<file path="config.mk">
export PLATFORM = sky130hd
export DESIGN_NAME = ls_sequencer_flat
export DESIGN_NICKNAME = d
export VERILOG_FILES = /design/src/rtl/ls_pkg.sv /design/src/rtl/ls_sequencer_if.sv /design/src/rtl/ls_addr_unit.sv /design/src/rtl/ls_sequencer.sv /design/src/flat_wrapper.sv
export SDC_FILE = /design/constraint.sdc
export NUM_CORES = 1
export LEC_CHECK = 0
export ABC_AREA = 1
export ABC_CLOCK_PERIOD_IN_PS = 5080
export BUFFER_PORTS_ARGS = -buffer_cell sky130_fd_sc_hd__buf_4
export CELL_PAD_IN_SITES_DETAIL_PLACEMENT = 0
export CELL_PAD_IN_SITES_GLOBAL_PLACEMENT = 2
export CORE_ASPECT_RATIO = 0.9
export CORE_MARGIN = 1.5
export CORE_UTILIZATION = 31
export DETAILED_ROUTE_END_ITERATION = 16
export PLACE_DENSITY_LB_ADDON = 0.08
export SYNTH_ARGS = -nofsm -noshare
export SYNTH_HDL_FRONTEND = slang
export SYNTH_SLANG_ARGS = --single-unit
</file>
<file path="constraint.sdc">
create_clock -name clk -period 5.08 [get_ports clk]
set_clock_uncertainty 0.2 [all_clocks]
set_input_delay 0.762 -clock clk [delete_from_list [all_inputs] [get_ports clk]]
set_output_delay 0.762 -clock clk [all_outputs]
set_load 0.05 [all_outputs]
</file>
<file path="src/rtl/ls_pkg.sv">
// ls_pkg: shared states, instruction field positions, size encodings and default timeout for ls_sequencer
package ls_pkg;
  typedef enum logic [2:0] {S_IDLE, S_ADDR, S_ACCESS, S_WB, S_ABORT} state_e;
  localparam int P_BIT = 24;
  localparam int U_BIT = 23;
  localparam int B_BIT = 22;
  localparam int W_BIT = 21;
  localparam int L_BIT = 20;
  localparam int RN_LSB = 16;
  localparam int RD_LSB = 12;
  localparam logic SZ_WORD = 1'b0;
  localparam logic SZ_BYTE = 1'b1;
  localparam int DEF_TIMEOUT = 16;
endpackage

</file>
<file path="src/rtl/ls_sequencer_if.sv">
// ls_sequencer_if: memory port (req/we/byte/addr/wdata out of master, ready/rdata back from slave)
interface ls_sequencer_if;
  logic        mem_req;
  logic        mem_we;
  logic        mem_byte;
  logic [31:0] mem_addr;
  logic [31:0] mem_wdata;
  logic        mem_ready;
  logic [31:0] mem_rdata;
  modport master (output mem_req, mem_we, mem_byte, mem_addr, mem_wdata, input mem_ready, mem_rdata);
  modport slave (input mem_req, mem_we, mem_byte, mem_addr, mem_wdata, output mem_ready, mem_rdata);
endinterface

</file>
<file path="src/rtl/ls_addr_unit.sv">
// ls_addr_unit: combinational index/ea/aligned address, writeback enable, store lane replication, load rotate/extract
module ls_addr_unit
  import ls_pkg::*;
(
  input  logic [31:0] instr,
  input  logic [31:0] rn,
  input  logic [31:0] offset,
  input  logic [31:0] rd_value,
  input  logic [31:0] rdata,
  output logic [31:0] idx,
  output logic [31:0] ea,
  output logic [31:0] addr,
  output logic [31:0] wdata,
  output logic [31:0] load_data,
  output logic        wb_en
);
  logic [5:0]  sh;
  logic [63:0] rot;
  always_comb begin
    idx = instr[U_BIT] ? rn + offset : rn - offset;
    ea = instr[P_BIT] ? idx : rn;
    wb_en = !instr[P_BIT] || instr[W_BIT];
    addr = (instr[B_BIT] == SZ_BYTE) ? ea : {ea[31:2], 2'b00};
    wdata = (instr[B_BIT] == SZ_BYTE) ? {4{rd_value[7:0]}} : rd_value;
    sh = {1'b0, ea[1:0], 3'b000};
    // doubling the word turns a right shift into a rotate; the low byte is the addressed lane
    rot = {rdata, rdata} >> sh;
    load_data = (instr[B_BIT] == SZ_BYTE) ? {24'd0, rot[7:0]} : rot[31:0];
  end
endmodule

</file>
<file path="src/rtl/ls_sequencer.sv">
// ls_sequencer: LDR/STR(B) sequencer; clk/reset, start+operands in, mem port (ls_sequencer_if.master), rd/rn write ports, busy/done/abort
module ls_sequencer
  import ls_pkg::*;
#(
  parameter int TIMEOUT = DEF_TIMEOUT
) (
  input  logic                  clk,
  input  logic                  reset,
  input  logic                  start,
  input  logic [31:0]           instruction,
  input  logic [31:0]           rn_value,
  input  logic [31:0]           offset,
  input  logic [31:0]           rd_value,
  ls_sequencer_if.master        mem,
  output logic                  rd_we,
  output logic [31:0]           rd_wdata,
  output logic                  rn_we,
  output logic [31:0]           rn_wdata,
  output logic                  busy,
  output logic                  done,
  output logic                  abort
);
  localparam int CW = $clog2(TIMEOUT + 1);
  state_e          state_q, state_d;
  logic [31:0]     instr_q, rn_q, off_q, rdv_q, addr_q, wdata_q, rd_wdata_q, rn_wdata_q;
  logic [CW-1:0]   cnt_q;
  logic [31:0]     idx, ea, addr, wdata, load_data;
  logic            wb_en, expire, lq;
  ls_addr_unit u_addr (
    .instr(instr_q), .rn(rn_q), .offset(off_q), .rd_value(rdv_q), .rdata(mem.mem_rdata),
    .idx(idx), .ea(ea), .addr(addr), .wdata(wdata), .load_data(load_data), .wb_en(wb_en)
  );
  assign lq = instr_q[L_BIT];
  assign expire = cnt_q == CW'(TIMEOUT - 1);
  always_ff @(posedge clk) begin
    if (reset) state_q <= S_IDLE;
    else state_q <= state_d;
  end
  always_comb begin
    state_d = state_q == S_IDLE   ? (start ? S_ADDR : S_IDLE) :
              state_q == S_ADDR   ? S_ACCESS :
              state_q == S_ACCESS ? (mem.mem_ready ? S_WB : expire ? S_ABORT : S_ACCESS) :
              S_IDLE;
  end
  always_ff @(posedge clk) begin
    if (reset) begin
      instr_q <= '0;
      rn_q <= '0;
      off_q <= '0;
      rdv_q <= '0;
      addr_q <= '0;
      wdata_q <= '0;
      rd_wdata_q <= '0;
      rn_wdata_q <= '0;
      cnt_q <= '0;
    end else begin
      if (state_q == S_IDLE && start) begin
        instr_q <= instruction;
        rn_q <= rn_value;
        off_q <= offset;
        rdv_q <= rd_value;
      end
      if (state_q == S_ADDR) begin
        addr_q <= addr;
        wdata_q <= wdata;
        rn_wdata_q <= idx;
        cnt_q <= '0;
      end
      if (state_q == S_ACCESS && !mem.mem_ready) cnt_q <= cnt_q + 1'b1;
      if (state_q == S_ACCESS && mem.mem_ready && lq) rd_wdata_q <= load_data;
    end
  end
  always_comb begin
    mem.mem_req = state_q == S_ACCESS;
    mem.mem_we = state_q == S_ACCESS && !lq;
    mem.mem_byte = state_q == S_ACCESS && instr_q[B_BIT] == SZ_BYTE;
    mem.mem_addr = addr_q;
    mem.mem_wdata = wdata_q;
    busy = state_q != S_IDLE;
    done = state_q == S_WB;
    abort = state_q == S_ABORT;
    rd_we = state_q == S_WB && lq;
    // a load into the base register takes priority over the base writeback
    rn_we = state_q == S_WB && wb_en && !(lq && instr_q[RN_LSB +: 4] == instr_q[RD_LSB +: 4]);
    rd_wdata = rd_wdata_q;
    rn_wdata = rn_wdata_q;
  end
endmodule

</file>
<file path="src/flat_wrapper.sv">
// flat-port wrapper written by rule: the top's interface ports become plain ports
module ls_sequencer_flat import ls_pkg::*;
#(
  parameter int TIMEOUT = DEF_TIMEOUT
)
  (clk, reset, start, instruction, rn_value, offset, rd_value, rd_we, rd_wdata, rn_we, rn_wdata, busy, done, abort, mem_mem_req, mem_mem_we, mem_mem_byte, mem_mem_addr, mem_mem_wdata, mem_mem_ready, mem_mem_rdata);
  ls_sequencer_if mem_i ();
  input  logic clk;
  input  logic reset;
  input  logic start;
  input  logic [31:0] instruction;
  input  logic [31:0] rn_value;
  input  logic [31:0] offset;
  input  logic [31:0] rd_value;
  output logic rd_we;
  output logic [31:0] rd_wdata;
  output logic rn_we;
  output logic [31:0] rn_wdata;
  output logic busy;
  output logic done;
  output logic abort;
  output wire logic [$bits(mem_i.mem_req)-1:0] mem_mem_req;
  output wire logic [$bits(mem_i.mem_we)-1:0] mem_mem_we;
  output wire logic [$bits(mem_i.mem_byte)-1:0] mem_mem_byte;
  output wire logic [$bits(mem_i.mem_addr)-1:0] mem_mem_addr;
  output wire logic [$bits(mem_i.mem_wdata)-1:0] mem_mem_wdata;
  input wire logic [$bits(mem_i.mem_ready)-1:0] mem_mem_ready;
  input wire logic [$bits(mem_i.mem_rdata)-1:0] mem_mem_rdata;
  assign mem_mem_req = mem_i.mem_req;
  assign mem_mem_we = mem_i.mem_we;
  assign mem_mem_byte = mem_i.mem_byte;
  assign mem_mem_addr = mem_i.mem_addr;
  assign mem_mem_wdata = mem_i.mem_wdata;
  assign mem_i.mem_ready = mem_mem_ready;
  assign mem_i.mem_rdata = mem_mem_rdata;
  ls_sequencer #(.TIMEOUT(TIMEOUT)) u_core (.clk(clk), .reset(reset), .start(start), .instruction(instruction), .rn_value(rn_value), .offset(offset), .rd_value(rd_value), .mem(mem_i), .rd_we(rd_we), .rd_wdata(rd_wdata), .rn_we(rn_we), .rn_wdata(rn_wdata), .busy(busy), .done(done), .abort(abort));
endmodule
</file>
### Word level (Yosys, flattened, before mapping)

Cells that the tools add are included.

| storage, ports and cells | value |
|---|---|
| register bits | 257 |
| latch bits | 0 |
| memory bits (writable) | 0 |
| ROM bits | 0 |
| output and inout port bits | 136 |
| word-level logic and storage cells | 51 |
| memories | 0 |

| operators by class | value |
|---|---|
| add/subtract/negate cells | 3 |
| multiply operators | 0 |
| div/mod/pow operators | 0 |
| magnitude comparators | 0 |
| eq/ne operators | 6 |
| shifts and indexed selects | 1 |
| multiplexer cells | 13 |
| bitwise gates (word level) | 0 |
| reductions and logical operators | 18 |

Operator list:

| kind | count |
|---|---|
| 32-bit 2-to-1 mux | 4 |
| 64-bit by 5-bit right shift with 32-bit output | 1 |
| 32-bit adder | 1 |
| 32-bit subtractor | 1 |
| 3-bit 2-to-1 mux | 5 |
| 1-bit logical AND | 10 |
| 5-bit 2-to-1 mux | 2 |
| 3-bit by 2-bit == test with 1-bit output (second input constant) | 2 |
| 5-bit by 1-bit adder with 5-bit output (second input constant) | 1 |
| 5-bit by 4-bit == test with 1-bit output (second input constant) | 1 |
| 4-bit == test | 1 |
| 1-bit zero test | 4 |
| 3-bit by 1-bit == test with 1-bit output (second input constant) | 1 |
| 3-bit == test (second input constant) | 1 |
| 3-bit zero test | 1 |
| 3-bit nonzero test | 1 |
| 2-bit 2-to-1 mux | 1 |
| 2-bit nonzero test | 1 |
| 1-bit logical OR | 1 |
| 1-bit 2-to-1 mux | 1 |

### Depth between registers and ports, before layout

| depth | value |
|---|---|
| depth after elaboration | 6 |
| depth in mapped cells | 24 |
| mapped depth without buffers | 24 |

### Cells and area by module

Synthesis repeated with hierarchy kept, for this count alone.

| unflattened totals | value |
|---|---|
| cell total of the unflattened synthesis | 2296 |
| area total of the unflattened synthesis | 14694.1 µm² |

Modules (own cells, without submodules):

| module | instances | cells an instance | area an instance (µm²) | sequential area each (µm²) |
|---|---|---|---|---|
| ls_sequencer | 1 | 1247 | 9651.8 | 5285.1 |
| ls_addr_unit | 1 | 1049 | 5042.3 | 0.0 |

### Worst setup path before layout

No wires, ideal clock.

| path | value |
|---|---|
| path kind | flip-flop to output port |
| from | reg u_core.state_q[0] |
| to | out rn_we |
| data arrival time | 2969 ps |
| path slack | 1149 ps |
| cell stages (with the launch flop) | 5 |
| cell sequence | dfxtp_1 -> inv_1 -> nor3_1 -> inv_1 -> a211oi_1 |

| between the ends | value |
|---|---|
| cells in the longest elaborated chain, start to end | 3 |

Ends and longest elaborated chain:

| what | line | source |
|---|---|---|
| start: declaration | ls_sequencer.sv:24 | `state_e state_q, state_d;` |
| start signal: assignment | ls_sequencer.sv:37 | `else state_q <= state_d;` |
| 3-bit by 2-bit == test with 1-bit output | n/a |  |
| via done | flat_wrapper.sv:20 | `output logic done;` |
| 1-bit logical AND (2 in series) | ls_sequencer.sv:84 | `rn_we = state_q == S_WB && wb_en && !(lq && instr_q[RN_LSB +: 4] == instr_q[RD_LSB +: 4]);` |
| end: declaration | flat_wrapper.sv:17 | `output logic rn_we;` |

The timed path passes the listed nets, and every way through them passes these cells.

### Worst setup path after layout

| path | value |
|---|---|
| from | reg u_core.instr_q[23] |
| to | reg u_core.rn_wdata_q[24] (netlist: u_core.rn_wdata[24]) |

| between the ends | value |
|---|---|
| cells in the longest elaborated chain, start to end | 1 |

Ends and longest elaborated chain:

| what | line | source |
|---|---|---|
| start: declaration | ls_sequencer.sv:25 | `logic [31:0] instr_q, rn_q, off_q, rdv_q, addr_q, wdata_q, rd_wdata_q, rn_wdata_q;` |
| start signal: assignment | ls_sequencer.sv:58 | `instr_q <= instruction;` |
| 32-bit 2-to-1 mux | ls_addr_unit.sv:20 | `idx = instr[U_BIT] ? rn + offset : rn - offset;` |
| end signal: assignment | ls_sequencer.sv:66 | `rn_wdata_q <= idx;` |
| end: declaration | ls_sequencer.sv:25 |  |

Every way passes these cells.
A chain may end at the register's enable or synchronous reset.

==> run_results.csv <==
group,metric,value,unit
die,die-area,42600,sq um
flow_run,cap_viol_max_count,0,
logic_synthesis,synthCells,1903,
finish,final_core_util,40.1,%
timing,tightest_slew,970,ps
clock_network,clk_latency,580,ps
critical_path,arrival,4140,ps
logic_synthesis,synth_nets,2109,
pwr,ir_drop,0.227,mV
grt,overflow,0,
die,rows,70,
pwr,p_sw,2.15,mW
run_status,status,"finished clean",
worst_hold_path,hold_path_class,"primary input to register",
critical_path,cp-end-kind,"register",
logic_synthesis,yosys-top-cells-area,"dfxtp_1 (38%), nand2_1 (13%), a21oi_1 (9.3%), o21ai_0 (8.4%), inv_1 (8.0%)",
detailed_routing,firstDrtPassIters,5,
timing,setup_tns,0,ps
logic_synthesis,synth_ff_type,"dfxtp_1",
finish,drive_gt1_share,16.7,%
die,core-area,40700,sq um
pwr,clkPwrFrac,35.7,%
logic_synthesis,ys_seq_area_share,38.3,%
grt,grt_antenna_before_repair,0,
logic_synthesis,synth-seq-cells,245,
grt,track_usage,20.7,%
timing,fmax,0.258,GHz
pwr,pwr-share-comb,28.7,%
finish,fillCellCount,4425,
detailed_routing,drt_iter0_drc,876,
clock_network,hold_buffers,0,
logic_synthesis,synth_top_area_share,38.3,%
logic_synthesis,yosysUniqueCellTypes,40,
logic_synthesis,synth_edf_count,0,
logic_synthesis,syn_area,12800,sq um
pwr,powerDensity,370,nW/um^2
critical_path,crit_fanout,20,
finish,multi_input_area,6490,sq um
finish,ff_latch_area,4900,sq um
finish,syn_to_final_growth,27.4,%
critical_path,critical_path_class,"register to register",
detailed_routing,drc,0,
finish,finish.net_count,2332,
clock_network,cts.sinks,245,
pwr,sw_frac_of_total,35.6,%
die,pin_count,300,
finish,n_antenna_cell,0,
placed_design,numPortBuffers,280,
timing,relSlewSlack,35.3,%
die,die_y,196,um
die,start_util,31.5,%
detailed_routing,final_antenna_net_count,0,
pwr,p_seq_share,35.5,%
detailed_routing,vias_per_cell,4.68,
clock_network,cts_root_buf,"clkbuf_16",
grt,grt_max_degree,96,
detailed_routing,vias,12600,
logic_synthesis,ys_async_sr_fraction,0,%
logic_synthesis,avgSynthCellArea,6.74,sq um
timing,rsz0062_at_grt,"no",
grt,grt_pass1_vias,12200,
timing,setup_violations,0,
pwr,leakagePower,7.70,nW
die,die_w,217,um
timing,slew_violations,0,
clock_network,cts_buffer_depth,3,
placed_design,dpl.hpwl,33600,um
timing,fin_crit_sh,76.3,%
logic_synthesis,ys_warn_count,0,
detailed_routing,drt-total-wl,44600,um
logic_synthesis,synth.largest_area_cell,"dfxtp_1",
clock_network,ctsResizeCount,0,
clock_network,htree_levels,1,
clock_network,clkTransAtPathRegs,60,ps
grt,grt_pass1_wl,69300,um
timing,timing.final.crit_period,3880,ps
detailed_routing,avgRoutedWirePerCell,16.6,um
clock_network,post_cts_buffers,0,
timing,final-hold-violation-count,0,
clock_network,cts_buffers,29,
pwr,p_int,3.89,mW
critical_path,crit_required,5350,ps
placed_design,gp_congestion,0.849,
clock_network,cts_tree,"done",
critical_path,cp-start-kind,"register",
==> flip-flops by register name, indices dropped and copies added (netlist names) <==
| signal | flops |
|---|---|
| u_core.cnt_q | 5 |
| u_core.instr_q | 13 |
| u_core.mem.mem_addr | 32 |
| u_core.mem.mem_wdata | 32 |
| u_core.off_q | 32 |
| u_core.rd_wdata | 32 |
| u_core.rdv_q | 32 |
| u_core.rn_q | 32 |
| u_core.rn_wdata | 32 |
| u_core.state_q | 3 |
==> Yosys cell counts, types with 2 or more instances <==
cell type / number
a31oi_1: 25
a21oi_1: 238
nand4_1: 8
nor4_1: 3
nor2_8: 2
xor2_1: 39
nor2_1: 98
o21bai_1: 4
o21ai_1: 6
xnor2_1: 8
o21ai_0: 214
o211ai_1: 31
o21a_1: 11
clkbuf_1: 81
nand3b_1: 2
and2_1: 2
inv_1: 272
nand2_1: 443
nand3_1: 86
nor3_1: 8
ha_1: 41
clkinv_1: 2
buf_2: 13
o22ai_1: 2
dfxtp_1: 245
buf_1: 5
==> cells in the final DEF (no fill, tap or decap), types with 4 or more instances in the layout <==
cell type	instances
nand2_1	442
buf_4	293
inv_1	271
dfxtp_1	245
a21oi_1	238
o21ai_0	214
nor2_1	98
nand3_1	85
ha_1	41
xor2_1	39
o211ai_1	31
clkbuf_16	29
a31oi_1	25
clkbuf_8	13
o21a_1	11
nand4_1	8
nor3_1	8
xnor2_1	8
clkinv_2	6
o21ai_1	5
o21bai_1	4
==> power groups by stage <==
stage | Clock, mW | Sequential (mW) | Combinational, mW
finish | 2.16 | 2.15 | 1.74
global route | 2.30 | 2.16 | 1.95
CTS | 2.24 | 2.15 | 1.76
detailed placement | 0 | 2.19 | 1.75
global placement | 0 | 2.19 | 1.75
floorplan | 0 | 2.36 | 0.993
==> cells by family (layout without fill, tap and decap cells) <==
family,Yosys count,after routing,synth area share (%)
adders and majority gates,42,42,4.16
xor gates and xnor gates,47,47,3.21
DFF,245,245,38.3
and+or+nand+nor,655,655,20.8
AOI/OAI and AO/OA,536,536,22.2
buffers and inverters,378,623,11.3
==> per-stage QoR <==
step / instances / setup slack, ps / hold WS, ps / area (sq um) / power (mW)
3_3_place_gp: 2635 / 1230 / 232 / 15300 / 3.93
4_1_cts: 2688 / 1220 / 160 / 16300 / 6.14
5_1_grt: 2688 / 854 / 188 / 16300 / 6.41
2_1_floorplan: 1903 / 1150 / 224 / 12800 / 3.35
3_5_place_dp: 2635 / 1220 / 236 / 15300 / 3.94
6_report: 2688 / 1200 / 194 / 16300 / 6.04
==> layout make-up <==
| cell class | count | area share (%) |
|---|---|---|
| Multi-Input combinational cell | 1280 | 39.7 |
| Sequential cell | 245 | 30.0 |
| Timing Repair Buffer | 294 | 13.6 |
| Inverter | 276 | 6.38 |
| Clock buffer | 45 | 5.61 |
| Tap cell | 540 | 4.14 |
| Clock inverter | 8 | 0.513 |
==> critical path, stage by stage (launching register included) <==
cell and delay [ps]:
dfxtp_1 680, inv_1 490, o21ai_1 380, o21ai_0 190, xor2_1 210, ha_1 330, nand2_1 110, nor2_1 260
and2_1 190, nand3_1 160, nand4_1 220, nand3_1 140, o211ai_1 130, inv_1 70
==> layer usage <==
| layer | vias to the layer above | part of all wire [%] | global-route usage, % |
|---|---|---|---|
| met5 | - | 0 | 0 |
| met4 | 0 | 1.9 | 4.09 |
| met3 | 43 | 6.0 | 4.82 |
| met2 | 261 | 44 | 33.0 |
| met1 | 5686 | 48 | 28.5 |
| li1 | 6602 | - | - |
==> path summary, 6_finish.rpt <==
path,start,endpoint,slack (ps),cells past startpoint
max,u_core.instr_q[23]$_SDFFE_PP0P_,u_core.rn_wdata[24]$_SDFFE_PP0P_,1200,13
min,mem_mem_ready,u_core.state_q[2]$_SDFF_PP0_,190,2
max reg2reg,u_core.instr_q[23]$_SDFFE_PP0P_,u_core.rn_wdata[24]$_SDFFE_PP0P_,1200,13
min reg2reg,u_core.rdv_q[20]$_SDFFE_PP0P_,u_core.rdv_q[20]$_SDFFE_PP0P_,240,2
No activity file was read; power rests on OpenSTA's default activity.
